==> config.mk <==
export PLATFORM = sky130hd
export DESIGN_NAME = latch_array_wr_seq
export DESIGN_NICKNAME = d
export VERILOG_FILES = /design/src/rtl/latch_arr_pkg.sv /design/src/rtl/latch_gate_decode.sv /design/src/rtl/latch_array_wr_seq.sv
export SDC_FILE = /design/constraint.sdc
export NUM_CORES = 1
export LEC_CHECK = 0
export CAP_MARGIN = 30
export CORE_MARGIN = 8
export CORE_UTILIZATION = 45
export DETAILED_ROUTE_END_ITERATION = 7
export DONT_BUFFER_PORTS = 1
export GPL_TIMING_DRIVEN = 0
export SLEW_MARGIN = 25
export SYNTH_ARGS = -nofsm -noshare
export SYNTH_HDL_FRONTEND = slang
export SYNTH_HIERARCHICAL = 1
export SYNTH_SLANG_ARGS = --single-unit
==> constraint.sdc <==
create_clock -name CK -period 1.1 [get_ports CK]
set_input_delay 0.165 -clock CK [delete_from_list [all_inputs] [get_ports CK]]
set_output_delay 0.165 -clock CK [all_outputs]
set_load 0.01 [all_outputs]
==> src/rtl/latch_arr_pkg.sv <==
// Shared types and defaults for the latch-array write sequencer.
package latch_arr_pkg;

    // Sequencer phases: a gate window is always OPEN for one cycle, then CLOSE for one.
    typedef enum logic [1:0] {
        IDLE  = 2'd0,
        OPEN  = 2'd1,
        CLOSE = 2'd2
    } la_state_e;

    localparam int LA_WORDS = 8;
    localparam int LA_WIDTH = 8;

endpackage

==> src/rtl/latch_gate_decode.sv <==
// Address to active-low one-hot gate decoder with an in-range flag.
// Purely combinational; the parent registers the result so the gates stay glitch-free.
module latch_gate_decode #(
    parameter int  WORDS = 8,
    localparam int AW    = (WORDS > 1) ? $clog2(WORDS) : 1
) (
    input  logic [AW-1:0]    addr_i,
    output logic [WORDS-1:0] gate_n_o,
    output logic             in_range_o
);

    // One comparator per row; an out-of-range address matches no row, so all gates stay high.
    for (genvar gi = 0; gi < WORDS; gi++) begin : g_gate
        assign gate_n_o[gi] = (32'(addr_i) != gi);
    end

    assign in_range_o = (32'(addr_i) < $unsigned(WORDS));

endmodule

==> src/rtl/latch_array_wr_seq.sv <==
// Write-port sequencer for a bank of negative-level latches.
// Each accepted request opens one gate (or all gates for a clear) for exactly one cycle,
// followed by one all-closed cycle during which D is held, so the latches never see D
// change on the edge where their gate closes.
module latch_array_wr_seq
    import latch_arr_pkg::*;
#(
    parameter int  WORDS = LA_WORDS,
    parameter int  WIDTH = LA_WIDTH,
    localparam int AW    = (WORDS > 1) ? $clog2(WORDS) : 1
) (
    input  logic             CK,
    input  logic             RN,
    input  logic             wr_valid,
    output logic             wr_ready,
    input  logic [AW-1:0]    wr_addr,
    input  logic [WIDTH-1:0] wr_data,
    input  logic             clr,
    output logic [WIDTH-1:0] D,
    output logic [WORDS-1:0] GN,
    output logic             busy,
    output logic             err
);

    la_state_e        state_q;
    logic [WIDTH-1:0] d_q;
    logic [WORDS-1:0] gn_q;
    logic             err_q;

    logic [WORDS-1:0] dec_gn_n;
    logic             dec_in_range;

    latch_gate_decode #(
        .WORDS (WORDS)
    ) u_decode (
        .addr_i     (wr_addr),
        .gate_n_o   (dec_gn_n),
        .in_range_o (dec_in_range)
    );

    // A new window may start only when no gate is open; clr blocks writes while it is asserted.
    assign wr_ready = ((state_q == IDLE) || (state_q == CLOSE)) && !clr;

    // Sequencer FSM with registered gate/data outputs; D only loads on edges where all gates are already high.
    always_ff @(posedge CK or negedge RN) begin
        if (!RN) begin
            state_q <= IDLE;
            d_q     <= '0;
            gn_q    <= '1;
            err_q   <= 1'b0;
        end else begin
            case (state_q)
                IDLE, CLOSE: begin
                    if (clr) begin
                        // Level-sensitive clear: repeats every two cycles while held.
                        d_q     <= '0;
                        gn_q    <= '0;
                        state_q <= OPEN;
                    end else if (wr_valid) begin
                        d_q     <= wr_data;
                        // Out-of-range writes still run the full window but open no gate.
                        gn_q    <= dec_in_range ? dec_gn_n : '1;
                        state_q <= OPEN;
                        if (!dec_in_range) begin
                            err_q <= 1'b1;
                        end
                    end else begin
                        gn_q    <= '1;
                        state_q <= IDLE;
                    end
                end
                OPEN: begin
                    // Latches capture as gates rise here; D is deliberately left untouched.
                    gn_q    <= '1;
                    state_q <= CLOSE;
                end
                default: begin
                    gn_q    <= '1;
                    state_q <= IDLE;
                end
            endcase
        end
    end

    assign D    = d_q;
    assign GN   = gn_q;
    assign err  = err_q;
    assign busy = (state_q != IDLE);

endmodule
==> impl_summary.md, run 1 <==
Die
From left edge to right edge, the die measures 63.5 microns. The die footprint is around 4000 sq um. The initial utilization of the core area, before any placement, comes to about 47%. The core area is 2170 sq um.

From bottom edge to top edge, the die measures 63.5 microns. The total I/O pin count is 34. The number of standard-cell rows in the floorplan is 17.

CTS
The clock slew seen by the registers of the worst setup and hold paths is 0.12 ns. TritonCTS built the clock tree. In this run, CTS created clock tree buffers numbering 3. The clock reaches the later pin of the worst-skew pair after 0.29 ns.

The number of H-tree levels is 1. Clock tree synthesis found a total of 19 sinks. The largest buffer count on any clock path is 2. The cell sitting at the root of the clock tree is a sky130_fd_sc_hd__clkbuf_4.

STA
The final clock period utilization by the worst path is 113%. Setup repair after global routing could not meet its margin everywhere. The number of hold-slack violations in the final timing report was 0. Counting I/O delays and the setup requirement, the final critical path takes 1.24 ns. The worst-case setup margin in the final layout is -0.141 ns.

The worst clock skew is 0.0125 ns. The max-slew violation total from the final report is 0. Static timing analysis puts the maximum clock frequency at 0.806 GHz. The number of setup violations in the final report is 9.

Synthesis
After synthesis, the cell types taking the most area are sky130_fd_sc_hd__dfrtp_1 27%, sky130_fd_sc_hd__dfstp_2 21%, sky130_fd_sc_hd__o221ai_2 12%, sky130_fd_sc_hd__nand3b_1 8.1%, sky130_fd_sc_hd__and3b_1 6.9%. The sequential share of the synthesized area is 47.8%. The synthesized design contains 19 register bits. After synthesis, the most frequently instantiated cells are 11 x sky130_fd_sc_hd__dfrtp_1, 11 x sky130_fd_sc_hd__nand3b_1. In this run, synthesis inferred 0 flip-flops with an integrated enable. The simple-gate share of the synthesized area is 26.0%.

Counting flops with an async set or reset pin after synthesis yields a share of 100%. After technology mapping, the gate count stands at 91. Summed over its instances, the top area cell type makes up a little over a quarter of the synthesized netlist area. The compound-cell area share of the yosys netlist is 17.7%. A synthesized cell averages ~11 sq um. The synthesized netlist devotes 0% of its cell area to XOR and XNOR gates. For this run, the leading register cell type out of synthesis is sky130_fd_sc_hd__dfrtp_1. The net count after synthesis is between 100 and 150.

The synthesized area is 1020 sq um. The total number of yosys warnings is 6. After Yosys synthesis, full adders, half adders and majority gates account for 0% of the synthesized area. The largest family of logic cells by synthesized area is simple AND/OR/NAND/NOR gates. The unique cell type count in the Yosys netlist is 21. The synthesized design spends more area on one cell type than any other, namely sky130_fd_sc_hd__dfrtp_1.

The proportion of synthesized area in mux cells is 0%.

Final layout
The area of all placed cells without fillers is 1120 sq um. The number of nets in the layout is 113. The count of antenna diodes in the layout is 0. The fraction of layout instances using a drive strength above 1 is 32.0%.

Compared with the post-synthesis result, the final layout area differs by 10.7%. Once layout is complete, the cells apart from fillers number 125.

Worst setup path
The endpoint required time on the critical path is 0.94 ns. STA classifies the critical path startpoint as a flip-flop. For the worst setup path, the data arrival time is 1.08 ns. STA classifies the critical path endpoint as an output pin. The internal reg-to-reg setup slack is -0.05 ns. The setup path with the least slack is of type flip-flop to output pin. The worst-path maximum fanout is 2.

Global routing
Entering global routing, the biggest net connects 20 pins. The initial antenna violation count is 0. The via count of the first global-routing pass is 720. The first global-routing pass estimated 3.72 mm of wire. In the global route stage, overall resource usage came out at 11.2%. The overall overflow remaining after global route is 0.

Power
The peak supply drop is 0.000657 V. Dividing total power by cell area gives a power density of 1380 nW/um^2. The analysis attributes to cell leakage a power of approximately 0.48 nW.

After layout, the design draws a total of 1.55 mW.

Placed design
Before CTS, the worst setup slack after placement is -0.0684 ns. At the end of routability-driven placement, the weighted congestion stood at 0.669. The instance area after placement is 1060 sq um. The half-perimeter wire length after placement is 1.61 mm. Once placement completed, the tool counted placed cells totaling between 100 and 150. Input and output buffers added on the ports amount to 0.

Status
The run finished, with violations left. The final reports fail on negative setup slack.

Detailed routing
The via count is ~660. The final layout contains routed wiring with a total length of between 2 and 2.5 mm. The number of vias per cell after detailed routing is around 5.3. In the routed design, unresolved DRC markers number 0. In the final routed layout, each cell accounts on average for 17.3 microns. Before antenna repair, the detailed router went through 2 iterations.

In this run the remaining antenna-violating nets after routing total 0. The number of DRC markers after the initial detailed-route iteration is 13.

Worst hold path
The tightest min-delay check is of the input pin to flip-flop type.

Run
The max-cap check violation count is 0.
## layer usage
metal,global-route usage [%],wire length (microns),vias to the layer above
li1,-,-,326
met1,14.6,1050,313
met2,16.2,891,22
met3,4.95,208,2
met4,3.34,14,0
met5,0,0,-
## area by class of cell
cell class | count | area (sq um)
Fill cell | 209 | 1040
Sequential cell | 19 | 485
Multi-Input combinational cell | 56 | 458
Buffer | 7 | 61.3
Tap cell | 28 | 35.0
Inverter | 8 | 30.0
Timing Repair Buffer | 3 | 28.8
Clock buffer | 4 | 26.3
## worst paths after layout
path / start / end / cells after the start
min in group asynchronous: RN / D[2]$_DFFE_PN0P_ / 1
setup reg to reg: state_q[0]$_DFF_PN0_ / D[2]$_DFFE_PN0P_ / 4
max in group asynchronous: RN / D[7]$_DFFE_PN0P_ / 2
hold / removal: wr_data[3] / D[3]$_DFFE_PN0P_ / 2
setup / recovery: state_q[0]$_DFF_PN0_ / busy / 2
hold reg to reg: state_q[1]$_DFF_PN0_ / state_q[1]$_DFF_PN0_ / 1
## report_power, final
group          leakage, nW  switching (mW)  internal (mW)
combinational        0.239           0.146          0.146
sequential           0.223          0.0977          0.801
clock               0.0150           0.216          0.141
## registers in the layout (all words and copies together) (netlist names)
| signal | count |
|---|---|
| state_q | 2 |
| GN | 8 |
| err | 1 |
| D | 8 |
## worst max-delay path: stages (launching register included)
cell and delay, ns:
sky130_fd_sc_hd__dfrtp_1 0.41, sky130_fd_sc_hd__clkbuf_8 0.14, sky130_fd_sc_hd__or2_4 0.23
## through the flow
stage | hold WS [ns] | util, % | TNS [ns]
after floorplan | -0.131 | - | 0
final | 0.0510 | 51.8 | -0.492
after detailed placement | -0.130 | 48.7 | -0.0684
after CTS | 0.0687 | 51.3 | -0.446
after global routing | 0.0667 | 51.8 | -1.04
after global placement | -0.129 | 48.7 | -0.0619
## placed cells by master (no fill, tap or decap), drive strengths merged, types with 2 or more instances in the layout
| master | count |
|---|---|
| and3b | 8 |
| buf | 7 |
| clkbuf | 6 |
| dfrtp | 11 |
| dfstp | 8 |
| inv | 8 |
| nand2 | 8 |
| nand3b | 11 |
| nor2b | 2 |
| o21bai | 8 |
| o221ai | 8 |
| or2 | 3 |
| or3b | 3 |
## what timing repair did
item | 4_1_cts | 5_1_grt
hold buffers | 1 | 0
pin swaps | 2 | 1
endpoints found under the hold margin | 19 | 0
gates cloned | 0 | 0
buffers inserted | 1 | 0
setup endpoints to repair | 2 | 10
gates resized for setup | 6 | 0
## kinds of logic (layout without fill, tap and decap cells)
family,count (synthesis),count (layout)
buffers and inverters,16,22
AOI/OAI and AO/OA,16,16
and+or+nand+nor,39,39
other,1,1
DFF,19,19
(Power assumes the default switching activity.)
==> run 2, diff against run 1 <==
CAP_MARGIN = 20   (was 30)
SLEW_MARGIN = 30   (was 25)
==> impl_summary.md, run 2 (same netlist as run 1, synthesis figures left out) <==
Die
The effective utilization at floorplan is 46.8%. The die is 63.5 microns tall. The core region is 2170 sq um. The die footprint is 4030 sq um. Measured along the x axis, the die boundary spans 63.5 microns. 34 I/O pins were placed. The number of standard-cell rows in the floorplan is 17.

Power
Of the total power, the share spent switching nets is 29.3%. Of the total power, the clock network draws 22.6%. In this run the static leakage power is 0.475 nW. Power spread over the standard cell area amounts to approximately 1400 nW/um^2. The net switching power of the design is about 0.45 mW.

Across the VDD grid, the largest voltage drop is 0.000649 V. After layout, the design draws a total of 1.53 mW. The proportion of power drawn by flip-flops and latches is 58.5%. Per report_power, the combinational group accounts for between 10% and 20% of the total. The internal portion of the total power is roughly 1.1 mW.

Detailed routing
The number of vias per cell after detailed routing is around 5.3. The first detailed-routing pass took 4 iterations. The number of remaining DRC errors is 0.

The average wire per standard cell is 17.1 microns. Summed over all layers, the routed wires come to around 2.1 mm. The via count is 657. The number of DRC markers after the initial detailed-route iteration is 11.

The count of nets left with antenna violations once routing finished came out at 0.

CTS
The number of H-tree levels is 1. Counting every sink on the clock net gives 19. The TritonCTS clock tree is yes. No sink is reached through more buffers than the 2 on the longest clock path. In this run, CTS created clock tree buffers numbering 3. The clock slew seen by the registers of the worst setup and hold paths is around 0.11 ns. Clock tree synthesis selected as its root buffer the cell sky130_fd_sc_hd__clkbuf_4.

Clock latency on the worst-skew pair, taken at its later pin, is 0.29 ns.

Worst hold path
The tightest min-delay check is of the input pin to flip-flop type.

STA
Setup violations remaining at the end of the flow were counted as 9. Setup repair after global routing could not meet its margin everywhere. For this run, the top clock speed supported by timing is 0.812 GHz. The final clock period utilization by the worst path is 112%. The number of hold-slack violations in the final timing report is 0. After layout, the worst setup slack is -0.132 ns. Subtracting the final worst setup slack from the clock period gives about 1.2 ns. The max-slew violation total from the final report is 0. In the final timing run, aggregate negative setup slack is -0.457 ns. The worst clock skew is 0.00477 ns.

Placed design
The pre-CTS setup slack is -0.0684 ns. Buffers placed on the I/O ports in this run total 0. The routability congestion estimate is about 0.67. The instance area after placement is ~1100 sq um. Detailed placement finished with a half-perimeter wire length of 1.61 mm.

Worst setup path
STA puts the critical path data arrival time at 1.07 ns. The signal on the critical path passes through clkbuf_8, or2_4. Together, buffers and inverters on the worst path number 1. For this design, the slowest cell found on the critical path is sky130_fd_sc_hd__dfrtp_1. For this run, the slowest stage of the critical path takes 0.40 ns.

The kind of cell with the highest combined delay along the critical path is flip-flops. At the worst endpoint, the required time is 0.94 ns. Along the worst path, the maximum fanout reaches 2. The worst setup path is launched from a flip-flop. The kind of end point of the critical path is an output pin. The critical path in this run is classified as flip-flop to output pin.

Final layout
After routing the design area is 1120 sq um. The layout has 211 filler cells. The post-route netlist has 32.0% of its cells at a drive strength greater than 1. For this run, the share of the core covered by cells in the final layout is 51.6%.

In the layout the commonest cells are 11 x sky130_fd_sc_hd__dfrtp_1, 11 x sky130_fd_sc_hd__nand3b_1. Across the whole layout, storage elements account for 485 sq um. Compared with the post-synthesis result, the final layout area differs by 10.1%.

The number of antenna diodes in the final layout is 0. The footprint of the multi-input gates is 458 sq um. At the end of the flow, the number of nets in the layout was 113.

Run
The max-cap check violation count is 0.

Global routing
The via count of the first global-routing pass is 720. The initial antenna violation count is 0. Across every metal layer, demand over resource in global routing totals roughly 11%. The first-pass GRT wire length is 3.72 mm.

The overall overflow remaining after global route is 0. Entering global routing, the biggest net connects 20 pins.

Status
The run finished, with violations left. The checks that failed: negative setup slack.
[run 2: path summary, 6_finish.rpt]
check / slack (ns) / start / endpoint / depth (start not counted)
worst max register to register: -0.05 / state_q[0]$_DFF_PN0_ / D[2]$_DFFE_PN0P_ / 4
worst min register to register: 0.44 / state_q[1]$_DFF_PN0_ / state_q[1]$_DFF_PN0_ / 1
worst max-delay path: -0.13 / state_q[0]$_DFF_PN0_ / busy / 2
worst min-delay path: 0.06 / wr_data[3] / D[3]$_DFFE_PN0P_ / 2
min in group asynchronous: 0.36 / RN / D[4]$_DFFE_PN0P_ / 2
max in group asynchronous: 0.40 / RN / GN[2]$_DFF_PN1_ / 2
[run 2: cell type report]
| cell class | instances | area share (%) |
|---|---|---|
| repair buffers | 3 | 2.01 |
| plain buffers | 7 | 5.48 |
| flip-flops and latches | 19 | 43.4 |
| multi-input cells | 56 | 40.9 |
| clock buffers | 4 | 2.35 |
| well taps | 28 | 3.13 |
| inverters | 8 | 2.68 |
[run 2: per-layer routing]
layer	vias up	wire, microns	GRT usage (%)
met4	0	14	3.34
li1	327	-	-
met3	2	215	4.95
met2	24	893	16.2
met1	304	1020	14.6
met5	-	0	0
[run 2: power groups by stage]
stage	clock network (mW)	logic (mW)	registers, mW
2_1_floorplan	0	0.225	0.890
3_3_place_gp	0	0.254	0.911
3_5_place_dp	0	0.262	0.915
4_1_cts	0.351	0.292	0.903
5_1_grt	0.393	0.324	0.912
6_report	0.347	0.290	0.899
[run 2: timing repair]
action / 4_1_cts / 5_1_grt
pin swaps: 2 / 1
setup buffers: 1 / 0
resized for setup: 6 / 0
setup endpoints to repair: 2 / 10
hold endpoints to repair: 19 / 11
hold buffers: 1 / 1
[run 2: through the flow]
step | hold slack (ns) | std cells
3_3_place_gp | -0.129 | 119
3_5_place_dp | -0.130 | 119
4_1_cts | 0.0687 | 124
6_report | 0.0607 | 125
5_1_grt | 0.0667 | 125
2_1_floorplan | -0.131 | 91
